==> src/rtl/stopwatch_control_if.sv <==
// stopwatch_control_if: button, feedback and counter-chain control signals of the stopwatch control stage
interface stopwatch_control_if;
   logic btn_start, btn_clear, btn_mode, all_zero;
   logic tick, up_down, clear, running, done;
   modport master(output btn_start, btn_clear, btn_mode, all_zero, input tick, up_down, clear, running, done);
   modport slave(input btn_start, btn_clear, btn_mode, all_zero, output tick, up_down, clear, running, done);
endinterface

==> src/rtl/stopwatch_control.sv <==
// stopwatch_control: button debounce, IDLE/RUN/PAUSE/DONE sequencing and tick prescaler for the BCD digit chain
module stopwatch_control #(
   parameter int TICK_DIV        = 1_000_000,
   parameter int DEBOUNCE_CYCLES = 1_000_000
) (
   input logic clk,
   input logic rst,
   stopwatch_control_if.slave sw
);
   localparam int DW = $clog2(DEBOUNCE_CYCLES);
   localparam int PW = $clog2(TICK_DIV);
   typedef enum logic [1:0] {IDLE, RUN, PAUSE, DONE} state_t;
   state_t state, nxt;
   logic [2:0] raw, press;
   logic [PW-1:0] presc;
   logic has_ticked, ud_q, tick_q;
   logic pc, ps, pm, tick_ev, stop;
   assign raw = {sw.btn_mode, sw.btn_start, sw.btn_clear};
   // index 0 = clear, 1 = start, 2 = mode
   for (genvar i = 0; i < 3; i++) begin : g_btn
      logic s1, s2, lvl, lvl_d, p;
      logic [DW-1:0] cnt;
      always_ff @(posedge clk)
         if (rst) begin
            {s1, s2, lvl, lvl_d, p} <= '0;
            cnt <= '0;
         end else begin
            s1 <= raw[i];
            s2 <= s1;
            lvl_d <= lvl;
            p <= lvl & ~lvl_d;
            if (s2 == lvl) cnt <= '0;
            else if (cnt == DW'(DEBOUNCE_CYCLES - 1)) begin
               lvl <= s2;
               cnt <= '0;
            end else cnt <= cnt + 1'b1;
         end
      assign press[i] = p;
   end
   assign pc = press[0];
   assign ps = press[1] & ~pc;
   assign pm = press[2] & ~press[0] & ~press[1];
   // a start/clear press on the wrap cycle takes precedence over the tick
   assign tick_ev = state == RUN && !pc && !ps && presc == PW'(TICK_DIV - 1);
   assign stop = tick_ev && !ud_q && sw.all_zero && has_ticked;
   always_ff @(posedge clk)
      if (rst) begin
         state <= IDLE;
         presc <= '0;
         has_ticked <= 1'b0;
         ud_q <= 1'b1;
         tick_q <= 1'b0;
      end else begin
         state <= nxt;
         tick_q <= tick_ev & ~stop;
         has_ticked <= state == IDLE ? 1'b0 : has_ticked | (tick_ev & ~stop);
         presc <= (state == IDLE || pc) ? '0 : (state == RUN && !ps) ? (tick_ev ? '0 : presc + 1'b1) : presc;
         ud_q <= ud_q ^ (state == IDLE && pm);
      end
   always_comb begin
      nxt = pc ? IDLE :
            ps ? (state == RUN ? PAUSE : state == DONE ? DONE : RUN) :
            stop ? DONE : state;
   end
   always_comb begin
      sw.clear = state == IDLE;
      sw.running = state == RUN;
      sw.done = state == DONE;
      sw.tick = tick_q;
      sw.up_down = ud_q;
   end
endmodule
==> src/flat_wrapper.sv <==
// flat-port wrapper written by rule: the top's interface ports become plain ports
module stopwatch_control_flat 
#(
   parameter int TICK_DIV        = 1_000_000,
   parameter int DEBOUNCE_CYCLES = 1_000_000
)
  (clk, rst, sw_btn_start, sw_btn_clear, sw_btn_mode, sw_all_zero, sw_tick, sw_up_down, sw_clear, sw_running, sw_done);
  stopwatch_control_if sw_i ();
  input logic clk;
  input logic rst;
  input wire logic [$bits(sw_i.btn_start)-1:0] sw_btn_start;
  input wire logic [$bits(sw_i.btn_clear)-1:0] sw_btn_clear;
  input wire logic [$bits(sw_i.btn_mode)-1:0] sw_btn_mode;
  input wire logic [$bits(sw_i.all_zero)-1:0] sw_all_zero;
  output wire logic [$bits(sw_i.tick)-1:0] sw_tick;
  output wire logic [$bits(sw_i.up_down)-1:0] sw_up_down;
  output wire logic [$bits(sw_i.clear)-1:0] sw_clear;
  output wire logic [$bits(sw_i.running)-1:0] sw_running;
  output wire logic [$bits(sw_i.done)-1:0] sw_done;
  assign sw_i.btn_start = sw_btn_start;
  assign sw_i.btn_clear = sw_btn_clear;
  assign sw_i.btn_mode = sw_btn_mode;
  assign sw_i.all_zero = sw_all_zero;
  assign sw_tick = sw_i.tick;
  assign sw_up_down = sw_i.up_down;
  assign sw_clear = sw_i.clear;
  assign sw_running = sw_i.running;
  assign sw_done = sw_i.done;
  stopwatch_control #(.TICK_DIV(TICK_DIV), .DEBOUNCE_CYCLES(DEBOUNCE_CYCLES)) u_core (.clk(clk), .rst(rst), .sw(sw_i));
endmodule
==> config.mk <==
export PLATFORM = sky130hd
export DESIGN_NAME = stopwatch_control_flat
export DESIGN_NICKNAME = d
export VERILOG_FILES = /design/src/rtl/stopwatch_control_if.sv /design/src/rtl/stopwatch_control.sv /design/src/flat_wrapper.sv
export SDC_FILE = /design/constraint.sdc
export NUM_CORES = 1
export LEC_CHECK = 0
export ABC_CLOCK_PERIOD_IN_PS = 5000
export BUFFER_PORTS_ARGS = -buffer_cell sky130_fd_sc_hd__buf_2
export CAP_MARGIN = 0
export CORE_ASPECT_RATIO = 0.8
export CORE_MARGIN = 10
export CORE_UTILIZATION = 35
export DETAILED_ROUTE_END_ITERATION = 10
export HOLD_SLACK_MARGIN = 0.02
export PLACE_DENSITY = 0.6
export SKIP_LAST_GASP = 1
export SYNTH_ARGS = -nofsm -noshare
export SYNTH_HDL_FRONTEND = slang
export SYNTH_SLANG_ARGS = --single-unit
==> constraint.sdc <==
create_clock -name clk -period 5 [get_ports clk]
set_input_delay 0 -clock clk [delete_from_list [all_inputs] [get_ports clk]]
set_output_delay 0 -clock clk [all_outputs]
set_load 0.02 [all_outputs]
### Word-level counts from Yosys, hierarchy flattened

Cells that the tools add are included.

| word-level totals | value |
|---|---|
| bits in registers | 100 |
| bits of input ports | 6 |
| output and inout bits | 5 |

| operators by class | value |
|---|---|
| $add $sub $neg | 4 |
| equality and inequality tests | 9 |
| muxes and demuxes | 5 |
| bitwise operators | 18 |
| reductions and logical operators | 23 |

Operators by type and width:

| operator | count |
|---|---|
| 20-bit by 1-bit adder with 20-bit output (second input constant) | 4 |
| 20-bit == test (second input constant) | 4 |
| 20-bit two-way mux | 1 |
| 1-bit NOT | 9 |
| 3-bit OR reduction | 3 |
| 1-bit logical AND | 8 |
| 2-bit two-way mux | 4 |
| 1-bit AND | 7 |
| 2-bit AND reduction | 3 |
| 2-bit OR reduction | 3 |
| 1-bit == test | 3 |
| 1-bit zero test | 3 |
| 2-bit by 1-bit == test with 1-bit output (second input constant) | 1 |
| 2-bit == test (second input constant) | 1 |
| 2-bit zero test | 1 |
| 2-bit nonzero test | 1 |
| 1-bit logical OR | 1 |
| 1-bit bitwise OR | 1 |
| 1-bit bitwise XOR | 1 |

### Longest topological paths before layout

| logic depth | value |
|---|---|
| word-level depth | 11 |
| mapped depth | 7 |
| depth with buffers taken out | 5 |

### Worst setup path before layout

Ideal clock, no wire load.

| timing path | value |
|---|---|
| path type | reg-to-reg |
| start | register u_core.g_btn[0].cnt[0] |
| end | register u_core.g_btn[0].cnt[18] |
| arrival time | 1.814 ns |
| data required time | 4.930 ns |
| setup slack | 3.115 ns |
| cell stages (with the launch flop) | 7 |
| path buffers | 1 |
| clock period less this slack | 1.885 ns |
| cell sequence | dfxtp_1 ha_1 nand2_1 or4_1 clkbuf_1 or4_1 a21oi_1 |

| on the way | value |
|---|---|
| cells in the longest elaborated chain, start to end | 2 |
| elaborated cells on any way between the ends | 3 |
| classes of those cells | add/sub (1); eq/ne (1); reduce/logical (1) |

Ends and longest elaborated chain:

| what | RTL line | text |
|---|---|---|
| start, declared | stopwatch_control.sv:22 | `logic [DW-1:0] cnt;` |
| start signal, assigned | stopwatch_control.sv:36 | `end else cnt <= cnt + 1'b1;` |
| parallel branches: the longest is 2 deep, another holds 20-bit by 1-bit adder with 20-bit output | n/a |  |

Several ways; the timed one is not identified.
A chain may end at the register's enable or synchronous reset.

### Final worst setup path

| timing path | value |
|---|---|
| start | register u_core.state[0] |
| end | register u_core.presc[3] |

| on the way | value |
|---|---|
| cells in the longest elaborated chain, start to end | 5 |
| elaborated cells on any way between the ends | 9 |
| classes of those cells | eq/ne (1); mux (1); reduce/logical (7) |

Ends and longest elaborated chain:

| what | RTL line | text |
|---|---|---|
| start, declared | stopwatch_control.sv:13 | `state_t state, nxt;` |
| start signal, assigned | stopwatch_control.sv:54 | `state <= nxt;` |
| 2-bit by 1-bit == test with 1-bit output | stopwatch_control.sv:44, stopwatch_control.sv:57 |  |
| 1-bit logical AND (3 in a row) | stopwatch_control.sv:44 | `assign tick_ev = state == RUN && !pc && !ps && presc == PW'(TICK_DIV - 1);` |
| 20-bit two-way mux | stopwatch_control.sv:57 | `presc <= (state == IDLE \|\| pc) ? '0 : (state == RUN && !ps) ? (tick_ev ? '0 : presc + 1'b1) : presc;` |
| end signal, assigned | stopwatch_control.sv:57 |  |
| end, declared | stopwatch_control.sv:15 | `logic [PW-1:0] presc;` |

Parallel ways exist; a longest one is shown, timed or not.

==> metrics <==
Synth area leader=dfxtp_1; Final setup viols=0; combinational share of power=0.010; Pwr Total=1.52 mW; post-route design area=4860 um^2; via count=3531; antenna violations before repair=0; Worst Path Class, Setup=flop to flop; CTS Buffer Depth=2; first-pass GRT wire length=14500 um; detailed placer's ending HPWL=5730 um; CP endpoint kind=flop; Yosys top cell area share=0.461; largest net degree at the start of global routing=21; setup_tns=0 ps; grt ovf=0; drt wl/cell=12.4 um; placed cells=646; total of max-cap violations=0; synth unique cells=40; routed vias/inst=5.30; antenna-violating nets left=0; Die Width=145 um; Core ar.=12200 um^2; die area=17300 um^2; cells along the critical path=nor2b_1, nand4_1, o21bai_1, nor2_1; final setup margin=2440 ps; Routed WL=8280 um; async set-or-reset flop fraction in the synthesized netlist=0; Seq cells post-synth=100; Setup Skew=10.4 ps; gr usage total=0.101; Port-buffer cells=10; Syn Inst Count=501; worst slew pin tran=1030 ps; initial drt markers=223; peak supply drop=0.000177 V; sequential group share of total power=0.528; Net Count, Synth=511; synth top area cells=dfxtp_1, xor2_1, a21oi_1, nor2_1, or4_1; Tcrit/Tclk final=0.512; Slowest Stage Delay on Critical Path=920 ps; Initial Utilization=0.357; Ant. Diodes=0; post-place setup slack=2480 ps; RSZ-0062 raised after global routing=false; Clock transition at path regs=70 ps; # DRC=0; Sink Count=100; Rows=36; Pint=1.20 mW; LEAKAGE=1.45 nW; Sw Share=0.211; vias in the first global route=3256; outcome=finished clean; maximum clock rate=391 MHz; Worst Path Max Fanout=14; Finished Layout Cells=666; syn_area_per_cell=8.67 um^2; chip height=120 um; Clock power frac=0.462; Hold Fails Final Rpt=0; CP startpoint kind=flop; worst skew pair latency=350 ps; post-route minimum period=2560 ps; CTS buffer count=9; I/O Pins=11; H-tree Lvls=3; layout cells sized above 1=0.0681; CP max stage cell=o21bai_1; Final GP Congestion=0.799; Post-synth EDFFs=0; Max Slew Vio Count=0; Area after DPL=4520 um^2; Psw=0.320 mW; PD cells=312 nW/um^2; CTS tree=done; Max-slew headroom=0.311; Worst Path Required=5190 ps; ys flop type=dfxtp_1; post-CTS resize count=0; synth-to-layout area growth=12.0%; drt first pass iters=4; area of the mapped netlist=4340 um^2; nets@finish=519; Ys Warns=0; Hold Path Class=primary input to flop; Worst EP arrival=2750 ps; register area share after synthesis=0.461; CTS root buf=clkbuf_16
## cell families after synthesis
family                     synth area share
DFF                                   0.461
buffers and inverters                0.0340
and+or+nand+nor                       0.297
adders and majority gates            0.0115
AOI/OAI and AO/OA                     0.114
xor gates and xnor gates             0.0827
## per-layer routing
metal,share of wire,track usage,wire [um]
met2,0.45,0.153,3710
met3,0.046,0.0363,384
met1,0.50,0.130,4120
met4,0.0076,0.0309,63
met5,0,0,0
## sequential cells by signal (all words and copies together) (netlist names), 2 cells and up
register / cells
u_core.g_btn.cnt: 60
u_core.g_btn.lvl: 3
u_core.g_btn.lvl_d: 3
u_core.g_btn.p: 3
u_core.g_btn.s1: 3
u_core.g_btn.s2: 3
u_core.presc: 20
u_core.state: 2
## final timing paths
path / slack [ps] / end / start / cells past startpoint
worst max register to register: 2440 / u_core.presc[3]$_SDFFE_PP0P_ / u_core.state[0]$_SDFFE_PP0P_ / 4
worst min-delay path: 50 / u_core.g_btn[1].s2$_SDFF_PP0_ / rst / 2
worst min register to register: 380 / u_core.g_btn[2].p$_SDFF_PP0_ / u_core.g_btn[2].lvl_d$_SDFF_PP0_ / 1
worst max-delay path: 2440 / u_core.presc[3]$_SDFFE_PP0P_ / u_core.state[0]$_SDFFE_PP0P_ / 4
## area by class of cell
| type | instances | area, um^2 |
|---|---|---|
| Tap cell | 152 | 190 |
| Clock buffer | 9 | 225 |
| Multi-Input combinational cell | 364 | 2190 |
| Clock inverter | 7 | 75.1 |
| Timing Repair Buffer | 17 | 113 |
| Fill cell | 1206 | 7300 |
| Inverter | 17 | 63.8 |
| Sequential cell | 100 | 2000 |
## Yosys cell counts, types with 6 or more instances
master and instances:
xnor2_1 16, inv_1 17, clkbuf_1 12, or4_1 20, a21oi_1 42, and4_1 7, o21ai_0 25, and3_1 8
nand3_1 28, and2_1 9, nor2b_1 14, buf_2 6, nand2_1 24, nor2_1 51, or3_1 21, nand4_1 21
o31ai_1 15, dfxtp_1 100, xor2_1 25
## power by group through the flow
stage | clock network [mW] | logic [mW] | registers [mW]
final | 0.700 | 0.0159 | 0.800
after global routing | 0.754 | 0.0182 | 0.800
after CTS | 0.725 | 0.0163 | 0.800
after detailed placement | 0 | 0.0137 | 0.819
after global placement | 0 | 0.0133 | 0.819
after floorplan | 0 | 0.00917 | 0.819
## cell usage in the layout, fill, tap and decap left out, types with 2 or more instances in the layout
cell type      instances
a21oi_1               42
and2_1                 9
and3_1                 8
and4_1                 7
buf_2                 10
buf_4                  3
clkbuf_16              9
clkinv_2               2
clkinvlp_4             2
dfxtp_1              100
dlygate4sd3_1          4
ha_1                   4
inv_1                 17
nand2_1               24
nand2b_1               4
nand3_1               28
nand4_1               21
nand4b_1               2
nor2_1                51
nor2b_1               14
nor3_1                 4
nor4_1                 4
nor4b_1                4
o21ai_0               24
o21ai_1                4
o31ai_1               15
or2_2                  2
or3_1                 21
or4_1                 20
xnor2_1               16
xor2_1                25
## timing repair
action | in CTS | in global routing
setup buffers | 0 | 0
hold buffers | 4 | 0
endpoints found under the hold margin | 4 | 0
setup endpoints to repair | 0 | 0
## worst max-delay path: cells and delay by family (launching register included)
| kind | cells | cell delay [ps] |
|---|---|---|
| compound gates | 1 | 920 |
| flops | 1 | 400 |
| simple gates | 3 | 1090 |
## stage by stage
step                hold WS [ps]  utilization
floorplan                    128            -
global placement             212        0.372
detailed placement           216        0.372
CTS                         49.5        0.400
global route                60.8        0.400
finish                      51.5        0.400
Note: power is estimated with default switching activity, not from simulation.
